`config.mk`:
```
export PLATFORM = sky130hd
export DESIGN_NAME = param_data_memory
export DESIGN_NICKNAME = d
export VERILOG_FILES = /design/src/rtl/dmem_pkg.sv /design/src/rtl/dmem_byte_ram.sv /design/src/rtl/param_data_memory.sv
export SDC_FILE = /design/constraint.sdc
export NUM_CORES = 1
export LEC_CHECK = 0
export ABC_AREA = 1
export CAP_MARGIN = 40
export CORE_MARGIN = 2
export CORE_UTILIZATION = 40
export DETAILED_ROUTE_END_ITERATION = 12
export DONT_BUFFER_PORTS = 1
export PLACE_DENSITY = 0.63
export SYNTH_ARGS = -nofsm -noshare
export SYNTH_HDL_FRONTEND = slang
export SYNTH_SLANG_ARGS = --single-unit
```
`constraint.sdc`:
```
create_clock -name clk -period 2.1 [get_ports clk]
set_clock_uncertainty 0.05 [all_clocks]
set_input_delay 0.525 -clock clk [delete_from_list [all_inputs] [get_ports clk]]
set_output_delay 0.525 -clock clk [all_outputs]
set_load 0.05 [all_outputs]
```
`src/rtl/dmem_pkg.sv`:
```
// Shared types and default sizing for the parametrised data memory family.
package dmem_pkg;

  typedef enum logic {
    INIT = 1'b0,
    RUN  = 1'b1
  } dmem_state_t;

  localparam int DMEM_DATA_W = 16;
  localparam int DMEM_ADDR_W = 5;

endpackage

```
`src/rtl/dmem_byte_ram.sv`:
```
// Storage array: one clocked byte-lane write port and one registered read port.
// ADDR_W here must equal $clog2(DEPTH); callers slice wider addresses down.
module dmem_byte_ram #(
  parameter int DATA_W = 16,
  parameter int ADDR_W = 5,
  parameter int DEPTH  = 32,
  localparam int BE_W  = DATA_W / 8
) (
  input  logic              clk,
  input  logic              rst_n,
  input  logic              wr_en,
  input  logic [BE_W-1:0]   wr_be,
  input  logic [ADDR_W-1:0] wr_addr,
  input  logic [DATA_W-1:0] wr_data,
  input  logic              rd_en,
  input  logic              rd_zero,
  input  logic [ADDR_W-1:0] rd_addr,
  output logic [DATA_W-1:0] rd_data
);

  logic [DATA_W-1:0] mem [DEPTH];

  always_ff @(posedge clk) begin
    if (wr_en) begin
      for (int i = 0; i < BE_W; i++) begin
        if (wr_be[i]) begin
          mem[wr_addr][8*i +: 8] <= wr_data[8*i +: 8];
        end
      end
    end
  end

  // rd_zero lets the caller return zero for addresses that have no storage behind them.
  always_ff @(posedge clk or negedge rst_n) begin
    if (!rst_n) begin
      rd_data <= '0;
    end else if (rd_zero) begin
      rd_data <= '0;
    end else if (rd_en) begin
      rd_data <= mem[rd_addr];
    end
  end

endmodule

```
`src/rtl/param_data_memory.sv`:
```
// Parametrised data memory with req/ack handshake, byte enables, range check and post-reset zero sweep.
// Optional access counters (rd_cnt/wr_cnt) are built when DMEM_ACCESS_CNT_EN is defined.
module param_data_memory
  import dmem_pkg::*;
#(
  parameter int DATA_W = DMEM_DATA_W,
  parameter int ADDR_W = DMEM_ADDR_W,
  parameter int DEPTH  = 32,
  localparam int BE_W  = DATA_W / 8
) (
  input  logic              clk,
  input  logic              rst_n,
  input  logic              mem_req,
  input  logic              mem_wr,
  input  logic [ADDR_W-1:0] mem_addr,
  input  logic [DATA_W-1:0] mem_d_in,
  input  logic [BE_W-1:0]   mem_be,
  output logic              mem_ready,
  output logic              mem_ack,
  output logic [DATA_W-1:0] mem_d_out,
  output logic              mem_err
`ifdef DMEM_ACCESS_CNT_EN
  ,
  output logic [15:0]       rd_cnt,
  output logic [15:0]       wr_cnt
`endif
);

  localparam int IDX_W = (DEPTH > 1) ? $clog2(DEPTH) : 1;
  // One extra bit so DEPTH == 2**ADDR_W does not truncate to zero.
  localparam logic [ADDR_W:0] DEPTH_L = (ADDR_W + 1)'(DEPTH);

  dmem_state_t state, next_state;
  logic [IDX_W-1:0] sweep_cnt;
  logic sweep_last, accept, in_range;
  logic ram_wr_en, ram_rd_en, ram_rd_zero;
  logic [BE_W-1:0] ram_wr_be;
  logic [IDX_W-1:0] ram_wr_addr;
  logic [DATA_W-1:0] ram_wr_data;

  assign sweep_last = (sweep_cnt == IDX_W'(DEPTH - 1));
  assign in_range   = ({1'b0, mem_addr} < DEPTH_L);
  assign accept     = mem_ready & mem_req;

  always_ff @(posedge clk or negedge rst_n) begin
    if (!rst_n) begin
      state <= INIT;
    end else begin
      state <= next_state;
    end
  end

  always_comb begin
    next_state = state;
    if (state == INIT && sweep_last) begin
      next_state = RUN;
    end
  end

  always_comb begin
    mem_ready = (state == RUN);
  end

  always_ff @(posedge clk or negedge rst_n) begin
    if (!rst_n) begin
      sweep_cnt <= '0;
    end else if (state == INIT) begin
      sweep_cnt <= sweep_last ? '0 : sweep_cnt + IDX_W'(1);
    end
  end

  always_ff @(posedge clk or negedge rst_n) begin
    if (!rst_n) begin
      mem_ack <= 1'b0;
      mem_err <= 1'b0;
    end else begin
      mem_ack <= accept;
      mem_err <= accept & ~in_range;
    end
  end

  // During INIT the write port belongs to the sweep; afterwards to in-range writes.
  always_comb begin
    ram_wr_en   = accept & mem_wr & in_range;
    ram_wr_be   = mem_be;
    ram_wr_addr = mem_addr[IDX_W-1:0];
    ram_wr_data = mem_d_in;
    if (state == INIT) begin
      ram_wr_en   = 1'b1;
      ram_wr_be   = '1;
      ram_wr_addr = sweep_cnt;
      ram_wr_data = '0;
    end
  end

  assign ram_rd_en   = accept & ~mem_wr & in_range;
  assign ram_rd_zero = accept & ~mem_wr & ~in_range;

  dmem_byte_ram #(
    .DATA_W (DATA_W),
    .ADDR_W (IDX_W),
    .DEPTH  (DEPTH)
  ) u_ram (
    .clk     (clk),
    .rst_n   (rst_n),
    .wr_en   (ram_wr_en),
    .wr_be   (ram_wr_be),
    .wr_addr (ram_wr_addr),
    .wr_data (ram_wr_data),
    .rd_en   (ram_rd_en),
    .rd_zero (ram_rd_zero),
    .rd_addr (mem_addr[IDX_W-1:0]),
    .rd_data (mem_d_out)
  );

`ifdef DMEM_ACCESS_CNT_EN
  always_ff @(posedge clk or negedge rst_n) begin
    if (!rst_n) begin
      rd_cnt <= '0;
      wr_cnt <= '0;
    end else if (state == INIT) begin
      rd_cnt <= '0;
      wr_cnt <= '0;
    end else begin
      if (ram_rd_en && rd_cnt != 16'hFFFF) begin
        rd_cnt <= rd_cnt + 16'd1;
      end
      if (ram_wr_en && wr_cnt != 16'hFFFF) begin
        wr_cnt <= wr_cnt + 16'd1;
      end
    end
  end
`endif

endmodule

```
Word level (Yosys, flattened, before mapping)

Memory sizes are Yosys's and may differ from the RTL's. A register that Yosys moved wholly into a read port is not among the register bits.
Index checks and enable logic that the tools add are counted.

Register bits after elaboration: 7
Memory bits (writable): 512
Input bits: 27
Output and inout bits: 19
Logic and storage cells: 24
Memories kept: 1

Add/subtract/negate cells: 1
Equal/unequal tests: 1
Multiplexer cells: 11
Bitwise operators: 5
Reduce and logical (&&, ||, !) cells: 2

Memory list:

| name      | depth | bits a word | read ports | clocked after Yosys merged registers in | write ports | RTL line            | text |
|---|---|---|---|---|---|---|---|
| u_ram.mem | 32    | 16          | 1          | 1                                       | 1           | dmem_byte_ram.sv:21 | `logic [DATA_W-1:0] mem [DEPTH];` |

Operators by type and width:

| operator                                     | number |
|---|---|
| 2-to-1 mux 16 bit                            | 1 |
| 2-to-1 mux 5 bit                             | 2 |
| 2-to-1 mux 1 bit                             | 7 |
| adder 5 x 1 -> 5 bit (second input constant) | 1 |
| == test 5 bit (second input constant)        | 1 |
| bitwise AND 1 bit                            | 3 |
| 2-to-1 mux 2 bit                             | 1 |
| NOT 1 bit                                    | 2 |
| logical AND 1 bit                            | 1 |
| zero test 1 bit                              | 1 |

Longest topological paths before layout

Depth in word-level cells: 5
Mapped depth: 12
Mapped depth without buffers: 9

Hierarchy

A second synthesis with hierarchy kept.

Cells, all modules: 1952
Area, all modules: 22296.4 sq um

Modules (own cells, without submodules):

| module            | instances | cells an instance | area each (sq um) | seq. area each (sq um) |
|---|---|---|---|---|
| dmem_byte_ram     | 1         | 1862              | 21719.6           | 15775.1 |
| param_data_memory | 1         | 90                | 576.8             | 175.2 |

Worst setup path after synthesis

OpenSTA, ideal clock, no wires.

Path kind: register -> register
Start: register state (netlist: mem_ready)
End: memory u_ram.mem[5][0] (enable)
Library setup time: 0.383 ns
Data arrival time: 2.084 ns
Data required time: 1.667 ns
Path slack: -0.418 ns
Cell stages (with the launch flop): 8
Path buffers: 1
Period minus slack after synthesis: 2.518 ns
Path through: dfrtp_1 buf_4 nand2_1 o21ai_2 inv_2 nor2_2 nand2_2 nor3_1

Word-level cells in the longest chain between the ends: 5
Elaborated cells between the ends (all ways): 8
Classes of those cells: 6 x mux; 2 x bitwise

Ends and longest elaborated chain:

| what                                   | RTL line                | text |
|---|---|---|
| start: declaration                     | param_data_memory.sv:33 | `dmem_state_t state, next_state;` |
| start signal: assignment               | param_data_memory.sv:49 | `state <= next_state;` |
| bitwise AND 1 bit                      | param_data_memory.sv:43 | `assign accept = mem_ready & mem_req;` |
| bitwise AND 1 bit                      | param_data_memory.sv:84 | `ram_wr_en = accept & mem_wr & in_range;` |
| 2-to-1 mux 1 bit                       | param_data_memory.sv:88 | `if (state == INIT) begin` |
| 2-to-1 mux 1 bit                       | dmem_byte_ram.sv:24     | `if (wr_en) begin` |
| 2-to-1 mux 1 bit (implied by the code) | dmem_byte_ram.sv:27     | `mem[wr_addr][8*i +: 8] <= wr_data[8*i +: 8];` |
| end: declaration                       | dmem_byte_ram.sv:21     |  |

Several ways; a longest one is shown, not always the timed one.

Final worst setup path

Start: register state (netlist: mem_ready)
End: output mem_ready

RTL lines:

| what             | RTL line                | text |
|---|---|---|
| end: declaration | param_data_memory.sv:18 | `output logic mem_ready,` |

No word-level cell between the ends.

==> impl_results.md <==
- Post-synth EDFFs: 512
- CTS tree: built
- LEAKAGE: roughly 10 nW
- Vias per Instance: around 5.5
- Final wirelength: about 57000 um
- Critical path fanouts, max: 20
- Crit path buffers/inverters: 1
- RSZ-0062 raised after global routing: yes
- Post-synth top cells: 706 x nand2_1, 512 x edfxtp_1, 435 x nand3_1
- Initial antenna violation count: 1
- Crit path kind: register to primary output
- Final Hold Vio Count: 0
- Syn Inst Count: approximately 1900
- Ys async rst share: between 4 and 5%
- Share of Yosys cell area claimed by the top area cell type: 69.9%
- Most frequent cell after synthesis: nand2_1
- Row count: between 80 and 90
- Worst path slowest cell: dfrtp_2
- Maxcap violations: 0
- Clk slew on worst S/H paths: about 70 ps
- H-tree depth: 2
- Tightest Pin Transition: ~690 ps
- Post-route ant nets: 0
- DIE WIDTH: 239 um
- Pre-antenna DRT Iters: 5
- Pin count of the biggest net entering global routing: between 200 and 300
- Synth top area cells: edfxtp_1 70%, nand2_1 12%, nand3_1 9.9%, dfrtp_1 2.6%, nor3_1 1.5%
- YS warnings: 0
- Maximum vdd drop: ~0.00061 V
- Slew Limit Fails: 0
- Antenna cells: 0
- RD Place Congestion: slightly above 0.8
- WP data required: 1520 ps
- # DRC: 0
- Gr ovfl total: 0
- Vias in the first global route: ~14000
- Top-Level Pins: 46
- Sum Neg Setup Slack: 0 ps
- Min-Delay Path Class: primary input to register
- Nets: just over 2000
- Share of layout cells above drive strength 1: between 10% and 20%
- Crit path max-delay family: flip-flops
- CTS Buf Count: 53
- Netlist Area Pre-Place: between 20000 and 25000 um^2
- Longest Clk Path Bufs: 3
- Seq/Total Area, Yosys: between 70% and 80%
- Port bufs: 0
- Fillers: 4614
- Max-slew headroom: a little over half
- Tcrit/Tclk final: 97.7%
- Final HPWL from detailed placement: roughly 33000 um
- Setup WS post-layout: about 47 ps
- CP max stage delay: ~540 ps
- Fmax: 0.487 GHz
- Via count: ~15000
- Starting Density: roughly 41%
- Outcome: completed
- CP Data Arrival Time: ~1500 ps
- Die area: between 50000 and 60000 um^2
- Clk_lat worst skew: around 620 ps
- Final setup violation count: 0
- Global-route wire length before repair: around 87000 um
- CORE AREA: 54100 um^2
- Post-synth cell types: 23
- Startpoint Class: register
- Wire per inst: about 21 um
- Multi-input logic area: 5980 um^2
- Avg Cell Area, Syn: about 11 um^2
- Post-route minimum period: about 2100 ps
- Register bit total from synthesis: approximately 540
- GR Util All Layers: about a fifth
- Post-Syn Nets: between 1500 and 2000
- Storage cell area: 16000 um^2
- Overall die height: between 200 and 250 um
- Iteration-0 DRC Markers: 1571
- Leading area contributor after synthesis: edfxtp_1
- Worst-path cell chain: buf_6
- Place WS: around 13 ps
- Clock Sink Count: about 540
- Synth-to-Final Area Change: 20.8%
- Root Driver: clkbuf_16
- Top_reg_cell synth: edfxtp_1
- Power per cell area: approximately 850 nW/um^2
- Crit. End Element: primary output
logic make-up (layout without fill, tap and decap cells):
family,count (synthesis),in the layout,synth area share [%]
buf+inv,160,264,3.23
compound gates,8,8,0.256
flops,535,535,72.5
other cells,1,1,0.0170
simple gates,1225,1225,23.9
fa+ha+maj,2,2,0.114
power by group:
| group | internal (mW) | switching (mW) | total [mW] |
|---|---|---|---|
| clock network | 5.30 | 4.00 | 9.30 |
| logic | 0.442 | 0.976 | 1.42 |
| registers | 11.7 | 0.235 | 12.0 |
| total | 17.5 | 5.21 | 22.7 |
final timing paths:
check                                              start                     endpoint  slack, ps  cells after the start
worst max-delay path               mem_ready$_DFFE_PN0P_                    mem_ready         50                      1
worst min register to register  sweep_cnt[4]$_DFFE_PN0N_     sweep_cnt[4]$_DFFE_PN0N_        500                      2
max in group asynchronous                          rst_n            mem_ack$_DFF_PN0_       1460                      2
worst max register to register     mem_ready$_DFFE_PN0P_  u_ram.mem[15][14]$_DFFE_PP_         60                      7
worst min-delay path                             mem_req            mem_ack$_DFF_PN0_         90                      2
min in group asynchronous                          rst_n        mem_ready$_DFFE_PN0P_        350                      2
registers in the layout, summed over array words and instances, names as in the netlist:
name and flops:
u_ram.mem 512, u_ram.rd_data 16, sweep_cnt 5, mem_ack 1, mem_ready 1
cell type report:
type                    count  area share, %
clock buffers              69           5.52
clock inverters            31          0.889
inverters                  36          0.536
multi-input cells        1236           22.5
flip-flops and latches    535           60.0
well taps                 696           3.27
repair buffers            128           7.30
repair_timing:
action / 4_1_cts / 5_1_grt
pin swaps: 0 / 34
gates cloned: 0 / 0
setup endpoints to repair: 1 / 393
resized for setup: 1 / 2
setup buffers: 0 / 38
hold endpoints to repair: 23 / 0
hold buffers: 2 / 0
cell usage in the layout, fill, tap and decap left out, types with 3 or more instances in the layout:
cell type / Yosys / routed
buf_12: 0 / 77
buf_4: 10 / 47
bufinv_16: 0 / 3
clkbuf_1: 34 / 10
clkbuf_16: 0 / 55
clkbuf_8: 0 / 4
clkinv_1: 1 / 9
clkinv_2: 0 / 15
dfrtp_1: 23 / 22
edfxtp_1: 512 / 512
inv_1: 30 / 27
inv_2: 5 / 6
inv_6: 0 / 4
nand2_1: 706 / 702
nand2_2: 8 / 9
nand2_4: 0 / 3
nand3_1: 435 / 435
nor2_1: 4 / 3
nor2_2: 4 / 5
nor3_1: 67 / 4
nor3_2: 1 / 18
nor3_4: 0 / 46
routing by layer:
layer  vias up  GRT usage [%]  routed length (um)  share of wire, %
met2       585           32.9               27900                49
met1      7321           27.1               23700                41
met3       107           3.80                4020               7.0
met4         2           7.08                1610               2.8
met5         -              0                  13             0.023
li1       6883              -                   -                 -
metrics by stage:
stage | power, mW | std cells | hold WS (ps) | utilization, % | instance area, um^2
2_1_floorplan | 13.1 | 1931 | 179 | - | 22700
3_3_place_gp | 13.6 | 2590 | 180 | 44.6 | 24200
3_5_place_dp | 13.6 | 2590 | 180 | 44.6 | 24200
4_1_cts | 22.8 | 2692 | 55.8 | 47.8 | 25900
5_1_grt | 23.4 | 2731 | 81.2 | 49.1 | 26600
6_report | 22.7 | 2731 | 94.7 | 49.1 | 26600
No activity file was read; power rests on OpenSTA's default activity.
